**src/rtl/write_back.sv**
```systemverilog
// write_back: final stage of the multicycle 16-bit CPU.
// Latches one retiring result from the memory-access stage, commits it to
// the 32x16 general register bank, pulses DONE, counts retired instructions
// and parks in HALT on the halt opcode. Decode reads the bank through two
// combinational ports with a bypass of the value being committed.
//
// state | meaning
// ------+---------------------------------------------------------------
// IDLE  | waiting for VALID_IN; captures the incoming result fields
// LATCH | fields held; gives the bank read a full cycle before the merge
// WRITE | merged value presented; register updated at the end of cycle
// DONE  | one-cycle retire pulse; counter bumps at the end of cycle
// HALT  | halt opcode retired; only RST leaves this state
module write_back #(
    parameter int DATA_W     = 16,
    parameter int ADDR_W     = 5,
    parameter int ALU_OP_MAX = 15,
    parameter int OP_LOAD    = 16,
    parameter int OP_HALT    = 31
) (
    input  logic              CLK,
    input  logic              RST,
    input  logic              VALID_IN,
    input  logic [DATA_W-1:0] DATA_IN,
    input  logic [4:0]        OPCD_IN,
    input  logic [ADDR_W-1:0] ADDR_REG_IN,
    input  logic              OPT_BIT_IN,
    input  logic [ADDR_W-1:0] RD_ADDR_A,
    input  logic [ADDR_W-1:0] RD_ADDR_B,
    output logic [DATA_W-1:0] RD_DATA_A,
    output logic [DATA_W-1:0] RD_DATA_B,
    output logic              REG_WRITE_EN,
    output logic [ADDR_W-1:0] REG_WRITE_ADDR,
    output logic [DATA_W-1:0] REG_WRITE_DATA,
    output logic              DONE,
    output logic              HALTED,
    output logic [15:0]       RETIRED_CNT,
    output logic [2:0]        ESTADO
);

    localparam int NREG = 2 ** ADDR_W;

    localparam logic [2:0] S_IDLE  = 3'd0;
    localparam logic [2:0] S_LATCH = 3'd1;
    localparam logic [2:0] S_WRITE = 3'd2;
    localparam logic [2:0] S_DONE  = 3'd3;
    localparam logic [2:0] S_HALT  = 3'd4;

    localparam logic [4:0] ALU_MAX_C = 5'(ALU_OP_MAX);
    localparam logic [4:0] LOAD_C    = 5'(OP_LOAD);
    localparam logic [4:0] HALT_C    = 5'(OP_HALT);

    logic [2:0]        state_q, state_d;
    logic [DATA_W-1:0] data_q;
    logic [4:0]        opcd_q;
    logic [ADDR_W-1:0] addr_q;
    logic              opt_q;
    logic [15:0]       cnt_q, cnt_d;
    logic [DATA_W-1:0] regs_q [NREG];

    logic              wr_cond;
    logic              wr_en;
    logic [DATA_W-1:0] merged;

    // Commit qualifier and byte/word merge against the current register value.
    always_comb begin
        wr_cond = ((opcd_q >= 5'd1) && (opcd_q <= ALU_MAX_C) || (opcd_q == LOAD_C))
                  && (addr_q != '0);
        if (opt_q) begin
            merged = {regs_q[addr_q][DATA_W-1:8], data_q[7:0]};
        end else begin
            merged = data_q;
        end
        wr_en = (state_q == S_WRITE) && wr_cond;
    end

    // State register; reset wins over every transition.
    always_ff @(posedge CLK) begin
        if (RST) begin
            state_q <= S_IDLE;
        end else begin
            state_q <= state_d;
        end
    end

    // Next-state decode; unused codes fall back to IDLE.
    always_comb begin
        state_d = S_IDLE;
        case (state_q)
            S_IDLE:  state_d = VALID_IN ? S_LATCH : S_IDLE;
            S_LATCH: state_d = S_WRITE;
            S_WRITE: state_d = S_DONE;
            S_DONE:  state_d = (opcd_q == HALT_C) ? S_HALT : S_IDLE;
            S_HALT:  state_d = S_HALT;
            default: state_d = S_IDLE;
        endcase
    end

    // Moore outputs of the sequencer.
    always_comb begin
        DONE         = (state_q == S_DONE);
        HALTED       = (state_q == S_HALT);
        REG_WRITE_EN = wr_en;
        ESTADO       = state_q;
    end

    // Capture the retiring instruction only when accepted in IDLE.
    always_ff @(posedge CLK) begin
        if (RST) begin
            data_q <= '0;
            opcd_q <= '0;
            addr_q <= '0;
            opt_q  <= 1'b0;
        end else if ((state_q == S_IDLE) && VALID_IN) begin
            data_q <= DATA_IN;
            opcd_q <= OPCD_IN;
            addr_q <= ADDR_REG_IN;
            opt_q  <= OPT_BIT_IN;
        end
    end

    // Register bank; r0 is never written because wr_cond excludes address 0.
    always_ff @(posedge CLK) begin
        if (RST) begin
            for (int i = 0; i < NREG; i++) begin
                regs_q[i] <= '0;
            end
        end else if (wr_en) begin
            regs_q[addr_q] <= merged;
        end
    end

    // Retired counter saturates rather than wrapping.
    always_comb begin
        cnt_d = cnt_q;
        if (state_q == S_DONE && cnt_q != 16'hFFFF) begin
            cnt_d = cnt_q + 16'd1;
        end
    end

    // Retired counter register.
    always_ff @(posedge CLK) begin
        if (RST) begin
            cnt_q <= '0;
        end else begin
            cnt_q <= cnt_d;
        end
    end

    // Read ports with bypass of the value committing this cycle.
    always_comb begin
        if (wr_en && (RD_ADDR_A == addr_q)) begin
            RD_DATA_A = merged;
        end else begin
            RD_DATA_A = regs_q[RD_ADDR_A];
        end
        if (wr_en && (RD_ADDR_B == addr_q)) begin
            RD_DATA_B = merged;
        end else begin
            RD_DATA_B = regs_q[RD_ADDR_B];
        end
    end

    assign REG_WRITE_ADDR = addr_q;
    assign REG_WRITE_DATA = merged;
    assign RETIRED_CNT    = cnt_q;

endmodule

```
**config.mk**
```make
export PLATFORM = sky130hd
export DESIGN_NAME = write_back
export DESIGN_NICKNAME = d
export VERILOG_FILES = /design/src/rtl/write_back.sv
export SDC_FILE = /design/constraint.sdc
export NUM_CORES = 1
export LEC_CHECK = 0
export CAP_MARGIN = 0
export CORE_UTILIZATION = 51
export CTS_CLUSTER_DIAMETER = 100
export CTS_CLUSTER_SIZE = 28
export DETAILED_ROUTE_END_ITERATION = 12
export GPL_TIMING_DRIVEN = 0
export PLACE_DENSITY = 0.66
export SETUP_SLACK_MARGIN = 0.5
export SLEW_MARGIN = 30
export SYNTH_ARGS = -nofsm -noshare
export SYNTH_HDL_FRONTEND = slang
export SYNTH_SLANG_ARGS = --single-unit
```
**constraint.sdc**
```tcl
create_clock -name CLK -period 9.2 [get_ports CLK]
set_input_delay 1.84 -clock CLK [delete_from_list [all_inputs] [get_ports CLK]]
set_output_delay 1.84 -clock CLK [all_outputs]
set_load 0.1 [all_outputs]
```
Yosys cells after proc, flatten, opt, wreduce, memory -nomap -nowiden
Memory sizes are Yosys's and may differ from the RTL's. A register that Yosys moved wholly into a read port is not among the register bits.
Index checks and enable logic that the tools add are counted.
- $add $sub $neg: 1
- magnitude comparators: 2
- equal/unequal tests: 9
- mux-type cells: 16
- reduce and logical (&&, ||, !) cells: 11
- operators by type and width (cell ; count):
    $mux W16 ; 4
    $add A16 B1 Y16 const B ; 1
    $ne A16 B16 Y1 const B ; 1
    $reduce_or A16 Y1 ; 1
    $mux W5 ; 3
    $pmux W3 S5 ; 1
    $eq A5 B5 Y1 ; 2
    $eq A5 B5 Y1 const B ; 2
    $logic_and A1 B1 Y1 ; 7
    $mux W1 ; 7
    $eq A3 B2 Y1 const B ; 2
    $ge A5 B1 Y1 const B ; 1
    $le A5 B4 Y1 const B ; 1
    $reduce_bool A5 Y1 ; 1
    $eq A3 B1 Y1 const B ; 1
    $eq A3 B3 Y1 const B ; 1
    $logic_not A3 Y1 ; 1
    $mux W3 ; 1
    $logic_or A1 B1 Y1 ; 1
- flip-flop bits (word level): 46
- memory bits (writable): 512
- input port bits: 40
- output and inout bits: 75
- logic and storage cells: 46
- memories kept: 1
- memories (name ; depth ; width ; rd ports ; clocked after Yosys merged registers in ; wr ports ; line ; text):
    regs_q ; 32 ; 16 ; 3 ; 1 ; 32 ; 59 ; logic [DATA_W-1:0] regs_q [NREG];

Depth between registers and ports, before layout
- word-level depth: 10
- gate-level depth with buffers: 10
- depth with buffers taken out: 7

Least setup slack after synthesis
Ideal clock, no wire load.
- path kind: input to output
- start point: input RD_ADDR_A[0]
- end point: output RD_DATA_A[10]
- arrival: 4881 ps
- data required time: 7360 ps
- path slack: 2479 ps
- stages: 10
- path buffers: 5
- path through: clkbuf_2 > buf_6 > buf_6 > buf_6 > xnor2_1 > nand3_1 > nor4_2 > buf_2 > a211oi_1 > a21oi_1
- word-level cells in the longest chain between the ends: 3
- elaborated cells on any way between the ends: 4
- those cells by class: eq/ne: 1; mux: 1; reduce/logical: 1; memory: 1
- ends and longest elaborated chain (what ; line ; text):
    start: declaration ; 28 ; input logic [ADDR_W-1:0] RD_ADDR_A,
    branches (longest 2 deep; another with $mem_v2 Z32 W16) ; - ;
    $mux W16 (*) ; 152 ; if (wr_en && (RD_ADDR_A == addr_q)) begin
    end: declaration ; 30 ; output logic [DATA_W-1:0] RD_DATA_A,
Mark *: on every way between the ends.

Worst setup path after layout
- start point: input RD_ADDR_A[1]
- end point: output RD_DATA_A[6]
The elaborated chain is that of the path after synthesis.

==> out/results.ini <==
[outcome]
status=finished, final reports clean

[power_and_ir_drop]
static-leakage-power_nw=12.19
powerDensity_mw_per_mm2=162.8
fin_total_pwr_w=0.005592
worst_ir_drop_vdd_uv=155.5

[global_routing]
antenna_violations_before_repair=2
grt_pass1_wl_um=162200
largest_net_degree_at_the_start_of_global_routing=30
gr-total-overflow=0
globalRouteMet2Util=0.5942
highest_utilization_routing_layer_at_the_global_route_stage=met2
global_routing_usage_on_met3=0.07991
groute.layer.met1.usage=0.4720
all_layer_global_routing_usage=0.3706
number_of_global_route_vias_before_repair=22630

[layout]
postLayoutCoreUtil=0.5670
final_nets=2429
mostFrequentLayoutCells=512 x edfxtp_1, 320 x mux4_2, 275 x nor2_1
final_layout_size_suffix_gt1_frac=0.2023
area.sequential_mm2=0.01640
final_common_cell=edfxtp_1
area.growth.synth_to_final_pct=9.426
n_fill_cell=4912
multi_input_area_mm2=0.01391

[route]
drt-total-wl_um=115800
dr_total_vias=22590
final_antenna_net_count=0
drc_errors=0
vias_per_cell=7.080
routedWlPerCell_um=36.29
initial_drt_markers=4068
drt_pass1_iterations=5

[timing]
finalWorstPathRequiredPeriod_ps=7956
max_slew.worst_pin.slew_ps=1079
maxSlewHeadroom=0.2806
setup_viol=0
timing.final.max_slew_violations=0
hold_ws_ps=469.9
fmax_ghz=0.1257
final.period_utilization=0.8648
postLayoutSetupSlackWorst_ps=1244
grt_setup_unrepaired=false
fin_worst_skew_ps=25.33
finalSetupTns_ps=0
finalHoldViolCount=0

[placed_design]
portBuffers=103
post-place-ws_ps=1220
gp_congestion=1.064
dp_hpwl_um=86270

[clock_network]
cts_made_buffers=25
worst_skew_pair.late_latency_ps=630
max-clock-path-buffers=3
number_of_setup_buffers_added_after_cts=0
cts_resized=0
ctsRootBufferMaster=clkbuf_16
cts_hold_repair.buffers=0
cts_htree_levels=1
clkTransAtPathRegs_ps=120
tritoncts_clock_tree=yes
clock_sinks=563

[critical_path]
timing.critical_path.to_type=output pin
reg2reg_setup_slack_ps=4510
cp-startpoint=RD_ADDR_A[1]
critical_path_arrival_ps=6120
worstSetupStartpointType=primary input
setup.worst_path.class=in2out
worst_r2r_path_depth=8
r2r_start=opcd_q[0]$_SDFFE_PP0P_
worst-endpoint-required_ps=7360
crit_path_max_fanout=10

[synthesis]
synthesis.yosys.warnings=0
synth_cells=2240
synth-edff-count=512
synth_ff_type=edfxtp_1
synthAdderAreaFrac=0.0003986
ys_async_sr_fraction=0
synth_simple_gate_area_share=0.1171
synth.yosys.seq_area_share=0.5223
muxShareOfSynthArea=0.2784
synthXorXnorAreaFrac=0.007533
postSynthRegisterBits=563
synth_top_family_by_area=multiplexers
avg_synthesized_cell_area_um2=14.01
yosys.cell_types.count=42
mappedNetlistArea_mm2=0.03139
synth_compound_gate_area_share=0.03503

[die]
die_area_mm2=0.06255
die-height_um=250.1
floorplan.die.width_um=250.1
boundaryPins=115
std_cell_rows=90
core_mm2=0.06058
initial_core_util=0.5182

[hold_path]
worstHoldPathCells=2
hold_class=reg2reg
holdCritStartpoint=data_q[15]$_SDFFE_PP0P_

[job]
maxCapViolations=0

## per-stage QoR
step	area [um2]	cells
global route	34350	3189
CTS	34330	3189
global placement	33460	3140
floorplan	31450	2255
detailed placement	33570	3143
finish	34350	3190
## Yosys cell counts, drive strengths merged, types with 19 or more instances
master	count	area, um2
nor2b	19	118.9
edfxtp	512	15370
a21oi	76	380.4
and3	251	1570
dfxtp	51	1021
a22oi	64	480.5
clkbuf	162	610.6
mux2i	153	1531
nand2	108	405.4
buf	92	575.6
nand2b	33	206.5
mux4	320	7207
nor2	275	1032
## layer usage
metal  up-vias  part of all wire
li1       9028                 -
met1     11400              0.35
met2      1811              0.47
met3       342              0.12
met4         2             0.067
met5         -          0.000095
## cell families (layout without fill, tap and decap cells)
kind of cell    Yosys count  in the layout
compound gates          175            175
xor+xnor                 27             27
fa+ha+maj                 1              1
buf+inv                 266            418
flops                   563            563
mux                     473            473
other cells               1             17
simple gates            734            734
## flip-flops by register name, indices dropped and copies added, names as in the netlist, named ones only
| signal | cells |
|---|---|
| opcd_q | 5 |
| opt_q | 1 |
| regs_q | 512 |
| RETIRED_CNT | 16 |
| ESTADO | 3 |
| REG_WRITE_ADDR | 5 |
| data_q | 16 |
## critical path: stages
cell	delay, ps
clkbuf_1	650
clkbuf_2	570
xor2_1	160
nor4_2	640
clkbuf_1	630
nand2_1	110
o21ai_1	280
clkdlybuf4s50_1	1230
## path summary, 6_finish.rpt
path                                                     end
worst max-delay path                            RD_DATA_A[6]
worst min-delay path                 data_q[15]$_SDFFE_PP0P_
worst max register to register  regs_q[21][13]$_SDFFCE_PN0P_
worst min register to register       data_q[15]$_SDFFE_PP0P_
## final cells by class
| cell class | count | area share |
|---|---|---|
| Inverter | 12 | 0.001311 |
| Clock inverter | 7 | 0.002040 |
| Clock buffer | 39 | 0.02003 |
| Antenna cell | 1 | 0.00007285 |
| Sequential cell | 563 | 0.4773 |
| Buffer | 254 | 0.03482 |
| Multi-Input combinational cell | 1426 | 0.4050 |
| Timing Repair Buffer | 106 | 0.03100 |
| Tap cell | 782 | 0.02848 |
## where the power goes
part           internal, W  switching, W  total, W
Clock             0.000540      0.000879   0.00142
Sequential         0.00287     0.0000697   0.00294
Combinational     0.000397      0.000833   0.00123
(Power assumes the default switching activity.)
==> variant, RTL diff (config.mk and constraints unchanged) <==
Change the parameter `DATA_W` from 16 to 20.
--- a/src/rtl/write_back.sv
+++ b/src/rtl/write_back.sv
@@ -14,3 +14,3 @@
 module write_back #(
-    parameter int DATA_W     = 16,
+    parameter int DATA_W     = 20,
     parameter int ADDR_W     = 5,
Ports: changed (resized DATA_IN, RD_DATA_A, RD_DATA_B and REG_WRITE_DATA); port bits go from 115 to 131. No check against the original RTL was run, so the function may have changed too.
==> variant against the unedited design <==
- sequential cell count increased by 132
- setup slack better by 0.12 ns
- total power increased by 29%
- wire length is 43% higher
- area after synthesis up 26%
- final area up 26%
- hold slack gained 0.024 ns
- synthesized cell count is 27% higher
- critical path type unchanged
- largest power group unchanged
==> variant: results (changes against the unedited design) <==
[outcome]
status = finished, final reports clean

[placement]
pre_cts_slack_ns = 1.608  ; +0.3882 ns
portBuffers = 124  ; +20%
place_congestion = 1.132  ; +6.4%
dpl.cell_count = 4034  ; +28%
hpwl_um = 123000  ; +43%

[worst_hold_path]
holdPathStages = 2  ; unchanged
hold_start = opcd_q[0]
min_to = opcd_q[0]

[detailed_routing]
wl_per_cell_um = 40.33  ; +11%
dr_wl_met3_um = 18340  ; +31%
drt_pass1_iterations = 6  ; +1
met1_length_um = 55970  ; +39%
drtIter0Drc = 4948  ; +22%
wl_met2_um = 74600  ; +38%

[yosys]
synth_edf_count = 640  ; +25%
yosysSeqAreaShare_pct = 51.53  ; -0.70 points
ys_types = 46  ; +9.5%
synthMuxAreaShare_pct = 27.19  ; -0.65 points
yosys-top-cells-count = 640 x edfxtp_1, 402 x nor2_1, 376 x mux4_2
synth_compound_area_share_pct = 5.099  ; +1.6 points
synthCells = 2855  ; +27%
synth_fa_ha_area_share_pct = 0.03173  ; -0.0081 points

[grt]
grt_usage_pct = 42.38  ; +5.3 points
grt_pass1_vias = 28320  ; +25%

[setup_path]
ff2ff_setup_slack_ns = 4.28  ; -0.23 ns
arrival_ns = 6.00  ; -0.12 ns
cp-startpoint = RD_ADDR_A[0]
cp-endpoint = RD_DATA_A[16]
r2r_end = regs_q[22][9]
rr_worst_depth = 9  ; +1

[layout]
largest_reg_flops = 640  ; +25%
fin_nets = 3089  ; +27%
instances_no_fill = 4100  ; +29%

[pwr]
p_leak_nw = 14.26  ; +17%
internal_power_mw = 4.819  ; +26%

[timing]
clock_skew_ns = 0.02824  ; +0.002913 ns
max_freq_mhz = 127.6  ; +1.5%
hold_viol = 0  ; unchanged
holdWs_ns = 0.4935  ; +0.02357 ns

[clocking]
cts_max_level = 2  ; +1
numCtsBuffers = 34  ; +36%

==> variant: stage by stage <==
stage	utilization, %	cell area, sq um
5_1_grt	57.01	43440
2_1_floorplan	-	39500
6_report	57.02	43450
3_3_place_gp	55.16	42030
3_5_place_dp	55.54	42320
4_1_cts	56.93	43390
==> variant: layout make-up <==
cell class | count | share of cell area (%)
flip-flops and latches | 695 | 46.76
multi-input cells | 1868 | 40.62
plain buffers | 295 | 3.775
repair buffers | 134 | 3.265
well taps | 1030 | 2.966
clock buffers | 45 | 2.102
clock inverters | 13 | 0.3513
inverters | 16 | 0.1382
diodes | 4 | 0.02304
==> variant: layer usage <==
| metal | global-route usage [%] | vias to the layer above |
|---|---|---|
| li1 | - | 11350 |
| met2 | 65.20 | 2346 |
| met5 | 0 | - |
| met4 | 34.16 | 8 |
| met1 | 51.53 | 14700 |
| met3 | 9.651 | 620 |
==> variant: cells by family after synthesis <==
group,after synthesis
compound gates,316
buf+inv,311
other cells,1
simple gates,908
mux,597
xor+xnor,26
fa+ha+maj,1
flops,695
==> variant: power groups by stage <==
stage / sequential [mW] / clock (mW) / combinational [mW]
after floorplan: 3.69 / 0 / 1.00
after global placement: 3.70 / 0 / 1.61
after detailed placement: 3.71 / 0 / 1.63
after CTS: 3.64 / 1.85 / 1.63
after global routing: 3.66 / 1.94 / 1.70
final: 3.65 / 1.87 / 1.70
==> variant: critical path, cell delays in order <==
cell	delay (ns)
buf_2	0.24
buf_6	0.28
buf_6	0.30
xnor2_1	0.16
nand3_1	0.09
nor3_1	0.65
clkbuf_1	0.76
a211oi_1	0.11
a21oi_1	0.33
clkdlybuf4s50_1	1.21
